**src/rtl/vex_bus_pkg.sv**
```systemverilog
// Shared types for the VexRiscv iBus/dBus to memory arbiter.
// No logic of its own; the tag entry type and beat-count helper live here.
// Backpressure: n/a.
package vex_bus_pkg;

   typedef enum logic {
      SRC_IBUS = 1'b0,
      SRC_DBUS = 1'b1
   } src_e;

   // One outstanding read: who asked, and how many response beats to expect.
   typedef struct packed {
      src_e       src;
      logic [3:0] beats;
   } outst_t;

   // Response beats for a read of 2^size bytes on a bpb-byte bus.
   // Sub-beat reads still return one beat; anything past a line of 8 beats
   // is clipped.
   function automatic logic [3:0] beats_of(input logic [2:0] size, input int bpb);
      int n;
      n = (1 << size) / bpb;
      if (n < 1) begin
         n = 1;
      end else if (n > 8) begin
         n = 8;
      end
      return n[3:0];
   endfunction

endpackage

```
**src/rtl/vex_bus_tag_fifo.sv**
```systemverilog
// Tag FIFO of outstanding reads; head entry is visible combinationally.
// Latency: push visible at head the cycle after; pop is immediate.
// Backpressure: a push while full is dropped unless a pop frees a slot the same cycle.
// Ports: clk/reset (sync, active-low); i_push/i_push_dat write side;
//        i_pop read side; o_head_dat, o_full, o_empty, o_count status.
module vex_bus_tag_fifo
   import vex_bus_pkg::*;
#(
   parameter int DEPTH = 4,
   localparam int PTR_W = $clog2(DEPTH),
   localparam int CNT_W = PTR_W + 1
) (
   input  logic             clk,
   input  logic             reset,
   input  logic             i_push,
   input  outst_t           i_push_dat,
   input  logic             i_pop,
   output outst_t           o_head_dat,
   output logic             o_full,
   output logic             o_empty,
   output logic [CNT_W-1:0] o_count
);

   localparam logic [CNT_W-1:0] FULL_CNT = CNT_W'(DEPTH);

   outst_t           r_mem [DEPTH];
   logic [PTR_W-1:0] r_wr_ptr;
   logic [PTR_W-1:0] r_rd_ptr;
   logic [CNT_W-1:0] r_count;
   logic             w_push;
   logic             w_pop;

   assign o_full     = (r_count == FULL_CNT);
   assign o_empty    = (r_count == '0);
   assign o_count    = r_count;
   assign o_head_dat = r_mem[r_rd_ptr];

   assign w_pop  = i_pop & ~o_empty;
   assign w_push = i_push & (~o_full | w_pop);

   // Storage needs no reset: an entry is only read after it was written.
   always_ff @(posedge clk) begin
      if (w_push) begin
         r_mem[r_wr_ptr] <= i_push_dat;
      end
   end

   // DEPTH is a power of two, so the pointers wrap on their own.
   always_ff @(posedge clk) begin
      if (!reset) begin
         r_wr_ptr <= '0;
         r_rd_ptr <= '0;
         r_count  <= '0;
      end else begin
         if (w_push) begin
            r_wr_ptr <= r_wr_ptr + 1'b1;
         end
         if (w_pop) begin
            r_rd_ptr <= r_rd_ptr + 1'b1;
         end
         case ({w_push, w_pop})
            2'b10:   r_count <= r_count + 1'b1;
            2'b01:   r_count <= r_count - 1'b1;
            default: r_count <= r_count;
         endcase
      end
   end

endmodule

```
**src/rtl/vex_bus_arbiter.sv**
```systemverilog
// Merges VexRiscv iBus and dBus onto one memory port and routes read beats back.
// Latency: zero on both the command and the response path.
// Backpressure: mem_cmd_ready passes to the granted requester; reads stall when MAX_OUTSTANDING are in flight.
// Ports: clk/reset (sync, active-low); ibus_cmd_*/ibus_rsp_* iBus side;
//        dbus_cmd_*/dbus_rsp_* dBus side; mem_cmd_* shared command (mem_cmd_src tags
//        the requester); mem_rsp_* in-order read beats, never backpressured.
module vex_bus_arbiter
   import vex_bus_pkg::*;
#(
   parameter int ADDR_W          = 32,
   parameter int DATA_W          = 32,
   parameter int MAX_OUTSTANDING = 4
) (
   input  logic                clk,
   input  logic                reset,
   // iBus
   input  logic                ibus_cmd_valid,
   output logic                ibus_cmd_ready,
   input  logic [ADDR_W-1:0]   ibus_cmd_address,
   input  logic [2:0]          ibus_cmd_size,
   output logic                ibus_rsp_valid,
   output logic [DATA_W-1:0]   ibus_rsp_data,
   output logic                ibus_rsp_error,
   // dBus
   input  logic                dbus_cmd_valid,
   output logic                dbus_cmd_ready,
   input  logic                dbus_cmd_wr,
   input  logic                dbus_cmd_uncached,
   input  logic                dbus_cmd_last,
   input  logic [ADDR_W-1:0]   dbus_cmd_address,
   input  logic [DATA_W-1:0]   dbus_cmd_data,
   input  logic [DATA_W/8-1:0] dbus_cmd_mask,
   input  logic [2:0]          dbus_cmd_size,
   output logic                dbus_rsp_valid,
   output logic                dbus_rsp_last,
   output logic                dbus_rsp_error,
   output logic [DATA_W-1:0]   dbus_rsp_data,
   // memory
   output logic                mem_cmd_valid,
   input  logic                mem_cmd_ready,
   output logic                mem_cmd_wr,
   output logic                mem_cmd_uncached,
   output logic                mem_cmd_last,
   output logic [ADDR_W-1:0]   mem_cmd_address,
   output logic [DATA_W-1:0]   mem_cmd_data,
   output logic [DATA_W/8-1:0] mem_cmd_mask,
   output logic [2:0]          mem_cmd_size,
   output logic                mem_cmd_src,
   input  logic                mem_rsp_valid,
   input  logic [DATA_W-1:0]   mem_rsp_data,
   input  logic                mem_rsp_error
);

   localparam int BPB   = DATA_W / 8;
   localparam int CNT_W = $clog2(MAX_OUTSTANDING) + 1;
   localparam logic [CNT_W-1:0] FULL_CNT = CNT_W'(MAX_OUTSTANDING);

   src_e             r_last_grant;
   src_e             r_hold_src;
   logic             r_hold;
   logic             r_lock;
   logic [2:0]       r_beat_cnt;

   src_e             w_grant;
   logic             w_gnt_ibus;
   logic             w_gnt_vld;
   logic             w_is_read;
   logic             w_block;
   logic             w_accept;
   logic             w_push;
   outst_t           w_push_dat;
   outst_t           w_head;
   logic             w_empty;
   logic             w_unused_full;
   logic [CNT_W-1:0] w_count;
   logic             w_rsp_vld;
   logic             w_head_last;
   logic             w_pop;

   logic                w_cmd_wr;
   logic                w_cmd_uncached;
   logic                w_cmd_last;
   logic [ADDR_W-1:0]   w_cmd_address;
   logic [DATA_W-1:0]   w_cmd_data;
   logic [DATA_W/8-1:0] w_cmd_mask;
   logic [2:0]          w_cmd_size;

   // A stalled command keeps its grant; an open write burst keeps dBus.
   // Otherwise a tie goes to whoever did not finish the last transfer.
   always_comb begin
      w_grant = SRC_DBUS;
      if (r_hold) begin
         w_grant = r_hold_src;
      end else if (r_lock) begin
         w_grant = SRC_DBUS;
      end else if (ibus_cmd_valid && dbus_cmd_valid) begin
         w_grant = (r_last_grant == SRC_IBUS) ? SRC_DBUS : SRC_IBUS;
      end else if (ibus_cmd_valid) begin
         w_grant = SRC_IBUS;
      end
   end

   assign w_gnt_ibus = (w_grant == SRC_IBUS);

   // iBus only ever issues full-mask cached single reads.
   always_comb begin
      w_cmd_wr       = 1'b0;
      w_cmd_uncached = 1'b0;
      w_cmd_last     = 1'b1;
      w_cmd_address  = ibus_cmd_address;
      w_cmd_data     = '0;
      w_cmd_mask     = '1;
      w_cmd_size     = ibus_cmd_size;
      if (!w_gnt_ibus) begin
         w_cmd_wr       = dbus_cmd_wr;
         w_cmd_uncached = dbus_cmd_uncached;
         w_cmd_last     = dbus_cmd_last;
         w_cmd_address  = dbus_cmd_address;
         w_cmd_data     = dbus_cmd_data;
         w_cmd_mask     = dbus_cmd_mask;
         w_cmd_size     = dbus_cmd_size;
      end
   end

   assign w_gnt_vld = w_gnt_ibus ? ibus_cmd_valid : dbus_cmd_valid;
   assign w_is_read = ~w_cmd_wr;
   // Registered count only: a pop this cycle does not free a slot until next cycle.
   assign w_block   = w_is_read & (w_count == FULL_CNT);

   assign mem_cmd_valid    = reset & w_gnt_vld & ~w_block;
   assign mem_cmd_wr       = w_cmd_wr;
   assign mem_cmd_uncached = w_cmd_uncached;
   assign mem_cmd_last     = w_cmd_last;
   assign mem_cmd_address  = w_cmd_address;
   assign mem_cmd_data     = w_cmd_data;
   assign mem_cmd_mask     = w_cmd_mask;
   assign mem_cmd_size     = w_cmd_size;
   assign mem_cmd_src      = w_grant;

   assign ibus_cmd_ready = reset &  w_gnt_ibus & mem_cmd_ready & ~w_block;
   assign dbus_cmd_ready = reset & ~w_gnt_ibus & mem_cmd_ready & ~w_block;

   assign w_accept   = mem_cmd_valid & mem_cmd_ready;
   assign w_push     = w_accept & w_is_read;
   assign w_push_dat = '{src: w_grant, beats: beats_of(w_cmd_size, BPB)};

   vex_bus_tag_fifo #(
      .DEPTH (MAX_OUTSTANDING)
   ) u_tag_fifo (
      .clk        (clk),
      .reset      (reset),
      .i_push     (w_push),
      .i_push_dat (w_push_dat),
      .i_pop      (w_pop),
      .o_head_dat (w_head),
      .o_full     (w_unused_full),
      .o_empty    (w_empty),
      .o_count    (w_count)
   );

   // Beats with nothing outstanding are stray and dropped.
   assign w_rsp_vld   = reset & mem_rsp_valid & ~w_empty;
   assign w_head_last = ({1'b0, r_beat_cnt} == (w_head.beats - 4'd1));
   assign w_pop       = w_rsp_vld & w_head_last;

   assign ibus_rsp_valid = w_rsp_vld & (w_head.src == SRC_IBUS);
   assign ibus_rsp_data  = mem_rsp_data;
   assign ibus_rsp_error = mem_rsp_error;
   assign dbus_rsp_valid = w_rsp_vld & (w_head.src == SRC_DBUS);
   assign dbus_rsp_last  = dbus_rsp_valid & w_head_last;
   assign dbus_rsp_data  = mem_rsp_data;
   assign dbus_rsp_error = mem_rsp_error;

   always_ff @(posedge clk) begin
      if (!reset) begin
         r_last_grant <= SRC_DBUS;
         r_hold_src   <= SRC_IBUS;
         r_hold       <= 1'b0;
         r_lock       <= 1'b0;
         r_beat_cnt   <= '0;
      end else begin
         r_hold     <= mem_cmd_valid & ~mem_cmd_ready;
         r_hold_src <= w_grant;
         if (w_accept) begin
            if (!w_gnt_ibus && w_cmd_wr) begin
               r_lock <= ~w_cmd_last;
            end
            if (w_cmd_last) begin
               r_last_grant <= w_grant;
            end
         end
         if (w_pop) begin
            r_beat_cnt <= '0;
         end else if (w_rsp_vld) begin
            r_beat_cnt <= r_beat_cnt + 3'd1;
         end
      end
   end

endmodule

```
**config.mk**
```make
export PLATFORM = sky130hd
export DESIGN_NAME = vex_bus_arbiter
export DESIGN_NICKNAME = d
export VERILOG_FILES = /design/src/rtl/vex_bus_pkg.sv /design/src/rtl/vex_bus_tag_fifo.sv /design/src/rtl/vex_bus_arbiter.sv
export SDC_FILE = /design/constraint.sdc
export NUM_CORES = 1
export LEC_CHECK = 0
export ABC_AREA = 1
export BUFFER_PORTS_ARGS = -buffer_cell sky130_fd_sc_hd__buf_4
export CORE_AREA = 5 5 111 113
export DETAILED_ROUTE_END_ITERATION = 8
export DIE_AREA = 0 0 116 118
export PLACE_DENSITY = 0.77
export SLEW_MARGIN = 20
export SYNTH_ARGS = -nofsm -noshare
export SYNTH_HDL_FRONTEND = slang
export SYNTH_HIERARCHICAL = 1
export SYNTH_SLANG_ARGS = --single-unit
```
**constraint.sdc**
```tcl
create_clock -name clk -period 2.74 [get_ports clk]
set_input_delay 0.822 -clock clk [delete_from_list [all_inputs] [get_ports clk]]
set_output_delay 0.822 -clock clk [all_outputs]
set_load 0.005 [all_outputs]
```
==> summary.md, run 1 <==
| Metric | Value |
|---|---|
| Worst-Skew Late Latency | around 0.28 ns |
| GR Overflow Total | 0 |
| Least-Margin Pin Slew | 0.352 ns |
| DRC | 0 |
| Initial core utilization | a little over a quarter |
| WL per Instance | between 10 and 15 um |
| ANT cells | 0 |
| Slew HR | roughly 77% |
| Final setup viols | 1 |
| Hold Crit Class | flop to flop |
| FMAX | about 360 MHz |
| Met1 Use GR | 16.7% |
| Internal | between 1 and 1.5 mW |
| R2R setup slack | roughly 0.1 ns |
| Hold_buf cts | 0 |
| Root Buffer | clkbuf_16 |
| Core Box Area | 11,200 sq um |
| Die area | between 10,000 and 15,000 sq um |
| Yosys warns | 6 |
| Share of layout cells above drive strength 1 | 46.8% |
| GRT Util Overall | between 15 and 20% |
| Leakage | 2.48 nW |
| Setup slack after layout | -0.0601 ns |
| Max Slew Vio Count | 0 |
| CTS sink cnt | 36 |
| Sw power | ~550 uW |
| RSZ-0062 raised after global routing | yes |
| GRT busiest layer | met2 |
| Vias per cell | between 4 and 5 |
| Gpl congestion | slightly below 0.9 |
| Row count | 39 |
| Flop pwr share | between 30% and 40% |
| Detailed Routing Iterations Pass 1 | 4 |
| M2 GR Usage | around a quarter |
| Setup WS pre-CTS | just over 0.0009 ns |
| Worst IR Drop VDD | approximately 0.00022 V |
| Maximum fanout along the worst path | 4 |
| Outcome | complete, but fails checks |
| Post-route ant nets | 0 |
| NumNets Final | 755 |
| Worst Reg2Reg Path Length in Cells | 18 |
| Mapped Area | 2990 sq um |
| Final Hold Vio Count | 0 |
| Inserted Clock Buffers | 5 |
| Cell Pwr Density | 408 nW/um^2 |
| Critical path class | flop to output port |
| Syn Inst Count | roughly 450 |
| Synthesized Nets | 603 |
| Combinational group share of total power | 38.3% |
| Reg clk slew, reported paths | roughly 0.050 ns |
| CTS tree | built |
| Clock network fraction of design power | between 20% and 30% |
| H-tree Lvls | 2 |
| Non-Filler Instances | 744 |
| Port-buffer cells | 195 |
| IO Count | roughly 300 |
| Synth Area per Inst | approximately 6.7 sq um |
| Crit path required time | between 1.5 and 2 ns |
| Post-Place Cells | around 730 |
| Worst hold start | r_last_grant |
| Clock Path Buffers | 2 |
| Skew final | about 0.0033 ns |
| Largest net degree at the start of global routing | 38 |
| Vias | between 3,000 and 4,000 |
| Die Y | ~120 um |
| Die width | roughly 120 um |
| DP Wirelength | roughly 9200 um |
| First-pass GRT wire length | approximately 16,000 um |
| Crit path DAT | just under 2 ns |
| Final wirelength | between 10,000 and 15,000 um |
| Initial antenna violation count | 0 |
| Violated checks | negative setup slack |
| CP endpoint kind | output port |
| Max-cap viol count | 0 |
| Final Cycle Share | 102% |
| Routing usage on met3 | under 10% |
| Initial DRC count | 110 |
| Worst R2R End | u_tag_fifo/o_count[2] |
| Switching Share | 29.1% |
| Vias in the first global route | about 3,000 |
| Worst setup SP type | flop |
| Tmin final | between 2 and 3 ns |
| Layout area overhead | 54.4% |
| Critical Path Sink | dbus_rsp_last |
-- metrics by stage --
| step | power (mW) | instance area, sq um | setup TNS (ns) | util (%) | hold slack [ns] |
|---|---|---|---|---|---|
| after floorplan | 0.950 | 2990 | 0 | - | 0.429 |
| after global placement | 1.31 | 4280 | 0 | 38.1 | 0.448 |
| after detailed placement | 1.31 | 4280 | 0 | 38.1 | 0.457 |
| after CTS | 1.88 | 4520 | -0.0585 | 40.3 | 0.471 |
| after global routing | 1.98 | 4620 | -0.255 | 41.2 | 0.516 |
| final | 1.88 | 4620 | -0.0601 | 41.2 | 0.466 |
-- flip-flops by register name, summed over array words and instances (netlist names), named ones only --
signal,flops
u_tag_fifo/r_mem,20
r_beat_cnt,3
u_tag_fifo/o_count,3
u_tag_fifo/r_rd_ptr,2
u_tag_fifo/r_wr_ptr,2
r_hold,1
r_hold_src,1
r_last_grant,1
r_lock,1
-- layout make-up --
cell class / count / area, sq um
tap: 143 / 179
fill: 1153 / 6600
inverter: 66 / 255
sequential: 36 / 928
timing repair buffer: 224 / 1740
clock buffer: 7 / 143
clock inverter: 1 / 3.75
multi-input combinational: 267 / 1370
-- critical path, stage by stage, from the launching register on --
cell and delay [ns]:
dfxtp_4 0.37, buf_6 0.11, o21ai_2 0.05, o22ai_2 0.19, inv_2 0.06, ha_4 0.26
xor2_1 0.15, nand2_1 0.08, nor3_2 0.13, nand2_2 0.10, nor2_2 0.09, buf_4 0.11
-- worst min-delay path by stage --
stage	end	cells after the start
floorplan	r_last_grant	2
global placement	r_last_grant	2
detailed placement	r_last_grant	2
CTS	r_last_grant	2
global route	u_tag_fifo/r_rd_ptr[0]	1
finish	r_last_grant	2
-- what timing repair did --
action,CTS,global route
buffers inserted,4,0
pin swaps,9,13
gates cloned,0,1
setup endpoints to repair,2,23
resized for setup,22,25
-- cell usage in the layout (no fill, tap or decap), drive strengths merged --
cell type,n
dfxtp,16
xnor2,4
nand2,129
buf,223
xor2,3
fa,1
edfxtp,20
nor2,67
o21ai,17
inv,66
or2,6
nand4,5
clkinv,1
nor3,5
a21oi,9
o22ai,5
clkbuf,8
ha,6
nand3,9
nor3b,1
-- layer usage --
metal / wire, um / part of all wire (%)
met5: 0 / 0
met4: 421 / 3.8
met3: 1280 / 12
met2: 5460 / 50
met1: 3830 / 35
-- power groups by stage --
stage          Sequential, mW  Clock (mW)  Combinational, mW
6_report                0.598       0.563              0.722
3_3_place_gp            0.611           0              0.699
3_5_place_dp            0.611           0              0.704
5_1_grt                 0.599       0.593              0.789
4_1_cts                 0.599       0.574              0.711
2_1_floorplan           0.609           0              0.342
No activity file was read; power rests on OpenSTA's default activity.
==> inputs of run 2 (changes only) <==
--- a/config.mk
+++ b/config.mk
@@ -8,9 +8,11 @@
 export ABC_AREA = 1
 export BUFFER_PORTS_ARGS = -buffer_cell sky130_fd_sc_hd__buf_4
 export CORE_AREA = 5 5 111 113
+export CTS_BUF_LIST = sky130_fd_sc_hd__clkbuf_16
 export DETAILED_ROUTE_END_ITERATION = 8
 export DIE_AREA = 0 0 116 118
 export PLACE_DENSITY = 0.77
+export REMOVE_ABC_BUFFERS = 1
 export SLEW_MARGIN = 20
 export SYNTH_ARGS = -nofsm -noshare
 export SYNTH_HDL_FRONTEND = slang
==> summary.md, run 2 (synthesis gave the netlist of run 1 again) <==
| Metric | Value |
|---|---|
| Worst-Skew Late Latency | 0.28 ns (about the same) |
| Largest net degree at the start of global routing | 37 (-2.6%) |
| CP endpoint kind | output port |
| Leakage | 2.52 nW (+1.6%) |
| Cell Pwr Density | 425 nW/um^2 (+4.3%) |
| Vias per cell | 4.34 (+1.6%) |
| Die area | 13,700 sq um (unchanged) |
| Port-buffer cells | 195 (unchanged) |
| GR Overflow Total | 0 (unchanged) |
| Die width | 116 um (unchanged) |
| RSZ-0062 raised after global routing | yes |
| Final setup viols | 1 (unchanged) |
| Most flops, register | u_tag_fifo/r_mem |
| Root Buffer | clkbuf_16 |
| Max FFs per register | 20 (unchanged) |
| Most frequent cells in the layout | buf_4, nand2_1, nor2_1, inv_1, edfxtp_1 |
| Commonest non-fill, non-tap cell in the layout | buf_4 |
| NumNets Final | 759 (+0.53%) |
| ANT cells | 0 (unchanged) |
| Max Slew Vio Count | 0 (unchanged) |
| Fill cells | 1,143 (-0.87%) |
| Initial antenna violation count | 0 (unchanged) |
| GRT busiest layer | met2 |
| Clock Path Buffers | 2 (unchanged) |
| Row count | 39 (unchanged) |
| Post-Place Cells | 733 (+0.14%) |
| Max-cap viol count | 0 (unchanged) |
| Combinational group share of total power | 37.4% (-0.9 points) |
| M2 GR Usage | 30.8% (+6.2 points) |
| FMAX | 354 MHz (-0.83%) |
| Final wirelength | 14,800 um (+34%) |
| Non-Filler Instances | 748 (+0.54%) |
| Hold Crit Class | flop to flop |
| Worst IR Drop VDD | 0.000289 V (+33%) |
| Flop pwr share | 29.9% (-1.9 points) |
| Routing usage on met3 | 13.6% (+6.9 points) |
| Final Core Density | 41.9% (+0.74 points) |
| Detailed Routing Iterations Pass 1 | 4 (unchanged) |
| Vias | 3,245 (+2.2%) |
| Core Box Area | 11,200 sq um (unchanged) |
| Setup WS pre-CTS | -0.0911 ns (-0.0920 ns) |
| Skew final | 0.00310 ns (-0.000159 ns) |
| CTS sink cnt | 36 (unchanged) |
| Worst setup SP type | flop |
| Die Y | 118 um (unchanged) |
| Post-route ant nets | 0 (unchanged) |
| Outcome | complete, but fails checks |
| Final Hold Vio Count | 0 (unchanged) |
| Gpl congestion | 0.903 (+3.5%) |
| Clock network fraction of design power | 32.7% (+2.8 points) |
| Maximum fanout along the worst path | 6 (+2) |
| GRT Util Overall | 20.2% (+5.2 points) |
| DRC | 0 (unchanged) |
| Met1 Use GR | 24.0% (+7.3 points) |
| Sw power | 584 uW (+6.8%) |
| First-pass GRT wire length | 20,300 um (+27%) |
| Setup slack after layout | -0.0835 ns (-0.0233 ns) |
| Least-Margin Pin Slew | 0.488 ns (+0.136 ns) |
| Switching Share | 29.2% (+0.15 points) |
| Violated checks | negative setup slack |
| H-tree Lvls | 2 (unchanged) |
| Vias in the first global route | 3,113 (+2.1%) |
| Layout area overhead | 57.1% |
| Inserted Clock Buffers | 5 (unchanged) |
| Hold_buf cts | 0 (unchanged) |
| IO Count | 295 (unchanged) |
| Critical path class | flop to output port |
| CTS tree | built |
| WL per Instance | 19.8 um (+34%) |
| Final Cycle Share | 103% (+0.85 points) |
| Crit path DAT | 2.00 ns (+0.02 ns) |
| DP Wirelength | 13,000 um (+42%) |
| Reg clk slew, reported paths | 0.06 ns (about the same) |
| Internal | 1.42 mW (+6.0%) |
| Tmin final | 2.82 ns (+0.0233 ns) |
| Initial DRC count | 126 (+15%) |
| Initial core utilization | 26.7% (unchanged) |
| Crit path required time | 1.92 ns (about the same) |
| Share of layout cells above drive strength 1 | 47.1% (+0.35 points) |
| Slew HR | 67.4% (-9.1 points) |
[run 2: cell count changes in the layout (fill, tap and decap cells not counted), moves of 2 or more]
cell     change
buf_8        +2
inv_2        -3
o21ai_1      -2
a21oi_2      -2
buf_6        -2
inv_1        +2
buf_4        +4
[run 2: final cells by class]
class	count	area (sq um)	share of cell area, %
inverters	66	260	5.53
clock inverters	3	46.3	0.984
repair buffers	228	1780	37.8
well taps	143	179	3.80
flip-flops and latches	36	928	19.7
multi-input cells	267	1390	29.5
clock buffers	5	125	2.66
[run 2: stage by stage]
step / total power, mW / TNS (ns) / cell area [sq um] / hold slack [ns]
6_report: 2.00 / -0.0835 / 4700 / 0.459
5_1_grt: 2.11 / -0.464 / 4700 / 0.478
4_1_cts: 2.00 / -0.0590 / 4570 / 0.464
3_5_place_dp: 1.33 / -0.155 / 4290 / 0.450
3_3_place_gp: 1.33 / -0.0131 / 4290 / 0.444
2_1_floorplan: 0.852 / -28.51 / 2420 / 0.429
[run 2: power groups by stage]
stage	Sequential [mW]	Clock (mW)	Combinational, mW
after floorplan	0.609	0	0.244
after global placement	0.611	0	0.716
after detailed placement	0.611	0	0.722
after global routing	0.600	0.692	0.816
after CTS	0.598	0.670	0.731
final	0.598	0.654	0.747
[run 2: worst max-delay path, stage by stage (launching register included)]
cell	delay (ns)
dfxtp_4	0.40
clkinv_4	0.10
buf_6	0.13
o21ai_2	0.11
o22ai_2	0.10
nor2_1	0.14
nand2_2	0.08
xnor2_2	0.13
nor3_2	0.19
nand2_1	0.09
nor2_1	0.11
buf_4	0.12
[run 2: worst paths after layout]
path | start | to | slack [ns] | cells past startpoint
worst min-delay path | r_last_grant | r_last_grant | 0.46 | 2
worst max register to register | flop | u_tag_fifo/o_count[2] | 0.02 | 18
worst max-delay path | flop | dbus_rsp_last | -0.08 | 11
worst min register to register | r_last_grant | r_last_grant | 0.46 | 2
[run 2: per-layer routing]
| layer | vias to the layer above | part of all wire (%) |
|---|---|---|
| li1 | 1604 | - |
| met1 | 1426 | 38 |
| met5 | - | 0.68 |
| met3 | 9 | 16 |
| met2 | 202 | 45 |
| met4 | 4 | 0.62 |
[run 2: what timing repair did]
| action | CTS | global route |
|---|---|---|
| pin swaps | 7 | 9 |
| gates cloned | 0 | 1 |
| buffers inserted | 5 | 1 |
| endpoints found under the setup margin | 3 | 33 |
| resized for setup | 26 | 25 |
==> inputs of run 3 (changes only) <==
==> constraint.sdc (replaced) <==
create_clock -name clk -period 2.74 [get_ports clk]
set_input_delay 0.822 -clock clk [delete_from_list [all_inputs] [get_ports clk]]
set_output_delay 0.822 -clock clk [all_outputs]
set_load 0.01 [all_outputs]
==> summary.md, run 3 (synthesis gave the netlist of run 1 again) <==
| Metric | Value |
|---|---|
| Vias | 3,304 (+1.8%) |
| Most frequent cells in the layout | buf_4, nand2_1, nor2_1, inv_1, edfxtp_1 |
| Vias in the first global route | 3,230 (+3.8%) |
| DRC | 0 (unchanged) |
| Largest net degree at the start of global routing | 27 (-27%) |
| Clock network fraction of design power | 30.8% (-1.9 points) |
| Switching Share | 31.0% (+1.7 points) |
| Hold Crit Class | flop to flop |
| Leakage | 2.58 nW (+2.2%) |
| Layout area overhead | 61.3% |
| Final Hold Vio Count | 0 (unchanged) |
| Max FFs per register | 20 (unchanged) |
| Initial core utilization | 26.7% (unchanged) |
| Multi-input gate area | 1360 sq um (-1.9%) |
| Crit path required time | 1.92 ns (about the same) |
| DP Wirelength | 12,900 um (-0.43%) |
| Skew final | 0.00792 ns (+0.00482 ns) |
| Fill cells | 1,106 (-3.2%) |
| Least-Margin Pin Slew | 0.347 ns (-0.141 ns) |
| Commonest non-fill, non-tap cell in the layout | buf_4 |
| Most flops, register | u_tag_fifo/r_mem |
| Total chip power | 2.11 mW (+5.4%) |
| Setup TNS | -0.0750 ns (+0.00842 ns) |
| Final Core Density | 43.0% (+1.1 points) |
| Vias per cell | 4.36 (+0.61%) |
| GR Overflow Total | 0 (unchanged) |
| CTS tree | built |
| H-tree Lvls | 2 (unchanged) |
| Final Cycle Share | 103% (-0.31 points) |
| Clock Path Buffers | 2 (unchanged) |
| Worst IR Drop VDD | 0.000273 V (-5.6%) |
| Initial antenna violation count | 0 (unchanged) |
| Gpl congestion | 0.925 (+2.5%) |
| NumNets Final | 768 (+1.2%) |
| CTS sink cnt | 36 (unchanged) |
| IO Count | 295 (unchanged) |
| Flop pwr share | 28.4% (-1.5 points) |
| Inserted Clock Buffers | 5 (unchanged) |
| FMAX | 355 MHz (+0.30%) |
| Die area | 13,700 sq um (unchanged) |
| Detailed Routing Iterations Pass 1 | 4 (unchanged) |
| Max Slew Vio Count | 0 (unchanged) |
| Non-Filler Instances | 757 (+1.2%) |
| Worst setup SP type | flop |
| Core Box Area | 11,200 sq um (unchanged) |
| Final setup viols | 1 (unchanged) |
| CP endpoint kind | output port |
| RSZ-0062 raised after global routing | yes |
| Hold_buf cts | 0 (unchanged) |
| Share of layout cells above drive strength 1 | 47.1% (about the same) |
| Post-Place Cells | 733 (unchanged) |
| Die width | 116 um (unchanged) |
| Internal | 1.46 mW (+2.8%) |
| Violated checks | negative setup slack |
| Maximum fanout along the worst path | 5 (-1) |
| Post-route ant nets | 0 (unchanged) |
| Root Buffer | clkbuf_16 |
| GRT Util Overall | 19.8% (-0.38 points) |
| WL per Instance | 20.0 um (+1.4%) |
| Combinational group share of total power | 40.9% (+3.5 points) |
| Critical path class | flop to output port |
| Outcome | complete, but fails checks |
| Setup slack after layout | -0.0750 ns (+0.00842 ns) |
| Initial DRC count | 139 (+10%) |
| Cell Pwr Density | 437 nW/um^2 (+2.7%) |
| Tmin final | 2.82 ns (-0.00842 ns) |
| Row count | 39 (unchanged) |
| ANT cells | 0 (unchanged) |
| FF/Latch Area | 928 sq um (unchanged) |
| Worst-Skew Late Latency | 0.28 ns (about the same) |
| Max-cap viol count | 0 (unchanged) |
| Slew HR | 76.8% (+9.4 points) |
| Sw power | 653 uW (+12%) |
| Reg clk slew, reported paths | 0.06 ns (about the same) |
| Final wirelength | 15,200 um (+2.6%) |
| First-pass GRT wire length | 20,000 um (-1.4%) |
| Crit path DAT | 1.99 ns (about the same) |
| Port-buffer cells | 195 (unchanged) |
| Die Y | 118 um (unchanged) |
run 3: cell types whose count changed in the layout (fill, tap and decap cells not counted), moves of 2 or more:
cell	previous run	this run
buf_4	221	224
buf_6	2	5
buf_8	2	0
clkbuf_16	6	9
nand2_1	121	119
nand2_2	7	9
nand3_2	2	0
o21ai_1	5	8
o21ai_2	5	3
xnor2_1	2	4
xnor2_2	2	0
run 3: worst max-delay path, stage by stage (launching register included):
cell and delay (ns):
dfxtp_4 0.38, buf_6 0.11, o21ai_2 0.05, o22ai_2 0.19, inv_2 0.07, ha_4 0.26, xor2_1 0.14, nand2_1 0.08
nor3_2 0.11, nand2_1 0.09, nor2_1 0.10, buf_4 0.12
run 3: routing by layer:
metal	vias up	routed length, um	GRT usage (%)
met3	11	2750	14.7
met5	-	73	5.49
met1	1445	5290	21.2
met4	2	131	2.83
met2	230	6910	31.7
li1	1616	-	-
run 3: power groups by stage:
| stage | Combinational, mW | Clock, mW | Sequential, mW |
|---|---|---|---|
| finish | 0.861 | 0.649 | 0.598 |
| global route | 0.928 | 0.678 | 0.599 |
| CTS | 0.787 | 0.657 | 0.598 |
| detailed placement | 0.773 | 0 | 0.611 |
| global placement | 0.769 | 0 | 0.610 |
| floorplan | 0.294 | 0 | 0.609 |
run 3: area by class of cell:
class                      instances  share of cell area [%]
inverter                          66                    5.50
sequential                        36                    19.2
tap                              143                    3.71
clock inverter                     3                   0.881
clock buffer                       5                    2.59
multi-input combinational        267                    28.2
timing repair buffer             237                    39.9
run 3: worst paths after layout:
path | end | cells past startpoint | slack (ns) | startpoint
worst max-delay path | dbus_rsp_last | 11 | -0.08 | flop
worst min register to register | r_last_grant | 2 | 0.47 | r_last_grant
worst max register to register | u_tag_fifo/o_count[2] | 18 | 0.03 | flop
worst min-delay path | r_last_grant | 2 | 0.47 | r_last_grant
run 3: per-stage QoR:
| step | hold WS [ns] | worst slack [ns] | instance area [sq um] |
|---|---|---|---|
| after CTS | 0.460 | -0.0781 | 4590 |
| after global routing | 0.489 | -0.244 | 4830 |
| after detailed placement | 0.448 | -0.0944 | 4300 |
| after floorplan | 0.429 | -0.710 | 2420 |
| after global placement | 0.441 | -0.0783 | 4300 |
| final | 0.465 | -0.0750 | 4830 |
run 3: what timing repair did:
action                     CTS  global route
cloned                       0             4
gates resized for setup     26            26
pin swaps                    8             7
setup endpoints to repair   49            72
buffers inserted             7             6
